### src/rtl/oci_dct_trace_monitor.sv
// rtl/oci_dct_trace_monitor.sv - OCI debug-capture trace monitor with circular buffer; optional macro OCI_TRACE_TIMESTAMP_EN
module oci_dct_trace_monitor #(
  parameter int DATA_W    = 30,
  parameter int COUNT_W   = 4,
  parameter int ADDR_W    = 4,
  parameter int WRAP_MODE = 0,
  parameter int DROP_W    = 16
) (
  input  logic                      clk,
  input  logic                      reset,
  input  logic [DATA_W-1:0]         dct_buffer,
  input  logic [COUNT_W-1:0]        dct_count,
  input  logic                      test_ending,
  input  logic                      test_has_ended,
  input  logic                      rd_req,
  output logic                      rd_valid,
  output logic [COUNT_W+DATA_W-1:0] rd_data,
  output logic [ADDR_W:0]           level,
  output logic                      empty,
  output logic                      full,
  output logic                      overflow,
  output logic [DROP_W-1:0]         drop_count,
  output logic                      capturing,
`ifdef OCI_TRACE_TIMESTAMP_EN
  output logic                      done,
  output logic [15:0]               rd_ts
`else
  output logic                      done
`endif
);

  localparam int DEPTH = 1 << ADDR_W;
  localparam int REC_W = COUNT_W + DATA_W;
`ifdef OCI_TRACE_TIMESTAMP_EN
  localparam int ENT_W = REC_W + 16;
`else
  localparam int ENT_W = REC_W;
`endif
  localparam logic [ADDR_W:0]   DEPTH_LVL = (ADDR_W+1)'(DEPTH);
  localparam logic [DROP_W-1:0] DROP_MAX  = '1;

  typedef enum logic [1:0] {
    ST_CAPTURE = 2'd0,
    ST_DRAIN   = 2'd1,
    ST_DONE    = 2'd2
  } state_t;

  state_t              state_q, state_d;
  logic [COUNT_W-1:0]  cnt_q, cnt_d;
  logic [ADDR_W-1:0]   wr_ptr_q, wr_ptr_d;
  logic [ADDR_W-1:0]   rd_ptr_q, rd_ptr_d;
  logic [ADDR_W:0]     level_q, level_d;
  logic                overflow_q, overflow_d;
  logic [DROP_W-1:0]   drop_q, drop_d;
  logic                rd_valid_q, rd_valid_d;
  logic [ENT_W-1:0]    rd_data_q, rd_data_d;
  logic [ENT_W-1:0]    mem_q [DEPTH];

  logic                full_now;
  logic                empty_now;
  logic                cap_evt;
  logic                rd_acc;
  logic                wr_en;
  logic                overwrite;
  logic                drop;
  logic [ENT_W-1:0]    wr_entry;

`ifdef OCI_TRACE_TIMESTAMP_EN
  logic [15:0]         ts_q, ts_d;

  // Free-running cycle stamp stored alongside every entry
  always_comb begin
    ts_d = ts_q + 16'd1;
  end

  // Timestamp register
  always_ff @(posedge clk) begin
    if (reset) ts_q <= '0;
    else       ts_q <= ts_d;
  end

  assign wr_entry = {ts_q, dct_count, dct_buffer};
  assign rd_ts    = rd_data_q[ENT_W-1:REC_W];
`else
  assign wr_entry = {dct_count, dct_buffer};
`endif

  // Capture / read decode; full and empty reflect the state before this cycle's update
  always_comb begin
    full_now  = (level_q == DEPTH_LVL);
    empty_now = (level_q == '0);
    cap_evt   = (state_q == ST_CAPTURE) && (dct_count != cnt_q) && (dct_count != '0);
    rd_acc    = rd_req && !empty_now;
    wr_en     = 1'b0;
    overwrite = 1'b0;
    drop      = 1'b0;
    if (cap_evt) begin
      if (!full_now) begin
        wr_en = 1'b1;
      end else if (WRAP_MODE != 0) begin
        // Full in wrap mode: always write; without a read the oldest entry is discarded
        wr_en     = 1'b1;
        overwrite = !rd_acc;
        drop      = !rd_acc;
      end else begin
        drop = 1'b1;
      end
    end
  end

  // Next-state for the end-of-test FSM
  always_comb begin
    state_d = state_q;
    case (state_q)
      ST_CAPTURE: begin
        if (test_has_ended)   state_d = ST_DONE;
        else if (test_ending) state_d = ST_DRAIN;
      end
      ST_DRAIN: begin
        if (test_has_ended) state_d = ST_DONE;
      end
      default: state_d = ST_DONE;
    endcase
  end

  // Buffer pointers, occupancy, drop accounting and registered read port
  always_comb begin
    cnt_d      = dct_count;
    wr_ptr_d   = wr_en ? wr_ptr_q + ADDR_W'(1) : wr_ptr_q;
    rd_ptr_d   = (rd_acc || overwrite) ? rd_ptr_q + ADDR_W'(1) : rd_ptr_q;
    level_d    = level_q;
    if (wr_en && !rd_acc && !overwrite) level_d = level_q + (ADDR_W+1)'(1);
    else if (!wr_en && rd_acc)          level_d = level_q - (ADDR_W+1)'(1);
    overflow_d = overflow_q || drop;
    drop_d     = (drop && (drop_q != DROP_MAX)) ? drop_q + DROP_W'(1) : drop_q;
    rd_valid_d = rd_acc;
    rd_data_d  = rd_acc ? mem_q[rd_ptr_q] : rd_data_q;
  end

  // Control and status registers
  always_ff @(posedge clk) begin
    if (reset) begin
      state_q    <= ST_CAPTURE;
      cnt_q      <= '0;
      wr_ptr_q   <= '0;
      rd_ptr_q   <= '0;
      level_q    <= '0;
      overflow_q <= 1'b0;
      drop_q     <= '0;
      rd_valid_q <= 1'b0;
      rd_data_q  <= '0;
    end else begin
      state_q    <= state_d;
      cnt_q      <= cnt_d;
      wr_ptr_q   <= wr_ptr_d;
      rd_ptr_q   <= rd_ptr_d;
      level_q    <= level_d;
      overflow_q <= overflow_d;
      drop_q     <= drop_d;
      rd_valid_q <= rd_valid_d;
      rd_data_q  <= rd_data_d;
    end
  end

  // Entry storage; contents need no reset because level gates every read
  always_ff @(posedge clk) begin
    if (!reset && wr_en) mem_q[wr_ptr_q] <= wr_entry;
  end

  assign rd_valid   = rd_valid_q;
  assign rd_data    = rd_data_q[REC_W-1:0];
  assign level      = level_q;
  assign empty      = (level_q == '0);
  assign full       = (level_q == DEPTH_LVL);
  assign overflow   = overflow_q;
  assign drop_count = drop_q;
  assign capturing  = (state_q == ST_CAPTURE);
  assign done       = (state_q == ST_DONE);

endmodule

### config.mk
export PLATFORM = sky130hd
export DESIGN_NAME = oci_dct_trace_monitor
export DESIGN_NICKNAME = d
export VERILOG_FILES = /design/src/rtl/oci_dct_trace_monitor.sv
export SDC_FILE = /design/constraint.sdc
export NUM_CORES = 1
export LEC_CHECK = 0
export ABC_AREA = 1
export ABC_CLOCK_PERIOD_IN_PS = 4100
export CAP_MARGIN = 10
export CORE_ASPECT_RATIO = 1.25
export CORE_UTILIZATION = 50
export DETAILED_ROUTE_END_ITERATION = 6
export GPL_TIMING_DRIVEN = 0
export HOLD_SLACK_MARGIN = 0.08
export PLACE_DENSITY_LB_ADDON = 0.1
export SKIP_LAST_GASP = 1
export SLEW_MARGIN = 20
export SYNTH_ARGS = -nofsm -noshare
export SYNTH_HDL_FRONTEND = slang
export SYNTH_SLANG_ARGS = --single-unit
### constraint.sdc
create_clock -name clk -period 4.1 [get_ports clk]
set_input_delay 0.41 -clock clk [delete_from_list [all_inputs] [get_ports clk]]
set_output_delay 0.41 -clock clk [all_outputs]
set_load 0.1 [all_outputs]
==> results by group <==
Timing
  • Final hold violations: 0
  • Headroom to the max-slew limit: 30.5%
  • Final-layout setup total negative slack: 0 ns
  • Max Fclk: 300 MHz
  • Slew at the pin with the worst max-slew slack: 1.04 ns
  • Final period util: 81.3%
  • Final setup violation count: 0
  • Final Skew: 0.0132 ns
  • Minimum clock period: 3.33 ns
  • Unrepaired setup endpoints after global routing: false
  • Setup slack after layout: 0.768 ns
  • Final number of max-transition violations: 0
  • Worst hold slack: 0.392 ns

Floorplan
  • Boundary pin count: 100
  • Core area: 50,400 sq um
  • Floorplan row count: 92
  • Effective utilization at floorplan: 50.5%
  • Die Width: 204 microns
  • Die extent in y: 254 microns
  • Die footprint: 51,900 sq um

Clock network
  • Clock Tree Buf Depth: 3
  • Clock sink count: 615
  • Count of instances resized after the clock tree is built: 0
  • Clock network latency to the later pin of the worst-skew pair: 0.62 ns
  • Number of hold buffers added after cts: 0
  • Clock Root Buffer: sky130_fd_sc_hd__clkbuf_16
  • Clock-pin transition on the worst setup and hold timing paths: 0.06 ns
  • Post-CTS setup buffers: 0
  • Total clock buffers created by CTS: 59
  • Depth of the CTS H-tree: 2
  • TritonCTS clock tree: yes

Final layout
  • Area grow syn2layout: 17.1%
  • N_diodes: 0
  • Ratio of cells with drive above 1 in the final layout: 8.60%
  • Final net count: 2,432
  • Final core utilization: 59.2%

Logic synthesis
  • Dominant cells by area after synthesis: sky130_fd_sc_hd__edfxtp_1 64%, sky130_fd_sc_hd__dfxtp_1 5.6%, sky130_fd_sc_hd__o211ai_1 5.0%
  • Average cell area after synthesis: 11.6 sq um
  • Flops & latches, synth: 615
  • Number of unique standard cell types used by synthesis: 28
  • Part of the Yosys area used for sequential elements: 69.7%
  • Warning count from the yosys run: 0
  • Mapped Nets: 2,253
  • Library cell occupying the most area in the post-synthesis netlist: sky130_fd_sc_hd__edfxtp_1
  • Synthesized instance count: 2,203
  • Share of the synthesized area in the top cell type: 64.1%
  • Cell Area, Synth: 25,500 sq um

Drt
  • Drt initial violations: 1,440
  • Detail-routed via count per cell: 5.56
  • Total number of vias: 17,179
  • Wire length per cell: 22.7 microns
  • 1st-pass router iterations: 6
  • Antenna-violating nets left: 0
  • Remaining DRCs: 0
  • Total wirelength of the detailed-routed design: 70,200 microns

Worst hold path
  • Worst-case hold path end point: state_q[1]
  • Worst hold-check path type: primary input to flip-flop
  • Source of the worst hold timing path: test_has_ended
  • WHS Path Cells: 3

Global route
  • Antenna violations before repair: 0
  • Number of global-route vias before repair: 16,666
  • Wire length of the first global-routing pass: 104,000 microns
  • Overall global routing resource usage: 27.6%
  • Maximum number of pins on one net before global-route repair: 20
  • Remaining global-route overflow: 0

Placed design
  • Post-place setup slack: 0.158 ns
  • Post-detailed-placement half-perimeter wirelength: 46,100 microns
  • Final weighted congestion in routability-driven placement: 0.815
  • Port bufs: 98

Setup path
  • Critical register-to-register path startpoint: state_q[1]
  • Sort of element at the start of the critical path: primary input
  • Type of the worst setup path: primary input to flip-flop
  • Cell depth of the worst flop-to-flop path: 8
  • Required time reported for the critical path endpoint: 4.41 ns
  • Flop-to-flop setup slack: 1.39 ns
  • Sort of element at the end of the critical path: flip-flop
  • Max FO, Critical Path: 18
  • Capturing point of the worst reg2reg path: mem_q[15][19]
  • Worst Path Arrival: 3.65 ns

Job
  • Max-cap violation count: 0

Power
  • Power Dens Cells: 589 nW/um^2
  • Total power of the final layout: 0.0176 W
  • Static leakage power: 10.9 nW
  • Peak supply drop: 415 uV

Run status
  • Run status: finished, final reports clean
[logic make-up (layout without fill, tap and decap cells)]
family	after synthesis	after routing	synth area share, %
buffers and inverters	473	701	7.94
adders and majority gates	11	11	0.570
AOI/OAI and AO/OA	412	412	9.80
DFF	615	615	69.7
and+or+nand+nor	672	672	11.3
xor gates and xnor gates	20	20	0.688
[sequential cells by signal, summed over array words and instances, names as in the netlist]
signal	cells
overflow	1
mem_q	544
rd_data	34
state_q	2
rd_valid	1
level	5
rd_ptr_q	4
wr_ptr_q	4
cnt_q	4
drop_count	16
[how the worst max path moves through the flow]
stage | start | endpoint | cells past startpoint
finish | dct_count[3] | mem_q[15][19] | 8
detailed placement | dct_count[3] | mem_q[15][19] | 8
CTS | dct_count[3] | mem_q[15][19] | 8
global placement | dct_count[3] | mem_q[7][14] | 7
floorplan | level[2] | mem_q[0][0] | 6
global route | dct_count[3] | mem_q[4][8] | 8
[worst max-delay path: stages]
cell and delay (ns):
sky130_fd_sc_hd__clkdlybuf4s50_1 1.02, sky130_fd_sc_hd__inv_1 0.20, sky130_fd_sc_hd__a31oi_2 0.29, sky130_fd_sc_hd__nand2_1 0.12
sky130_fd_sc_hd__nor2_2 0.30, sky130_fd_sc_hd__nand2_1 0.34, sky130_fd_sc_hd__nor2_4 0.65, sky130_fd_sc_hd__buf_12 0.27
[cells in the final DEF, fill, tap and decap left out, drive strengths merged]
master and instances:
or2 1, inv 342, clkinvlp 1, ha 10, edfxtp 544, a31oi 1
a21oi 127, nor2 130, dfxtp 71, fa 1, nand2 289, clkdlybuf4s50 98
clkbuf 121, nand3 249, nand4 3, clkinv 29, xnor2 9, bufinv 6
o211ai 170, o21ai 114, xor2 11, buf 104
[layer usage]
metal	routed length (microns)	track usage [%]
met1	28100	35.2
met5	0	0
met2	34900	47.3
met3	4690	3.78
met4	2450	11.6
[final cells by class]
cell class / count / area (sq um)
fill: 4111 / 20600
sequential: 615 / 17800
multi-input combinational: 1115 / 5810
clock buffer: 76 / 1650
timing repair buffer: 118 / 1450
inverter: 344 / 1290
tap: 658 / 823
buffer: 129 / 733
clock inverter: 34 / 317
[synth_stat cells (all sizes together)]
cell type and number:
a31oi 1, clkinv 3, o21ai 114, dfxtp 71, o211ai 170, a21oi 127
nand2 289, xnor2 9, or2 1, nand3 249, xor2 11, nor2 130
buf 84, clkbuf 45, inv 341, fa 1, ha 10, nand4 3
edfxtp 544
[report_power, final]
group          total [W]  internal (W)  switching, W
clock            0.00555       0.00321       0.00234
sequential       0.00717       0.00705      0.000113
combinational    0.00485       0.00131       0.00354
total             0.0176        0.0116       0.00600
[per-stage QoR]
step                      cells  area [sq um]
after CTS                  3089         29800
final                      3089         29800
after global routing       3089         29800
after detailed placement   2979         27900
after floorplan            2203         25500
after global placement     2959         27300
Power figures use the tool's default switching activity.
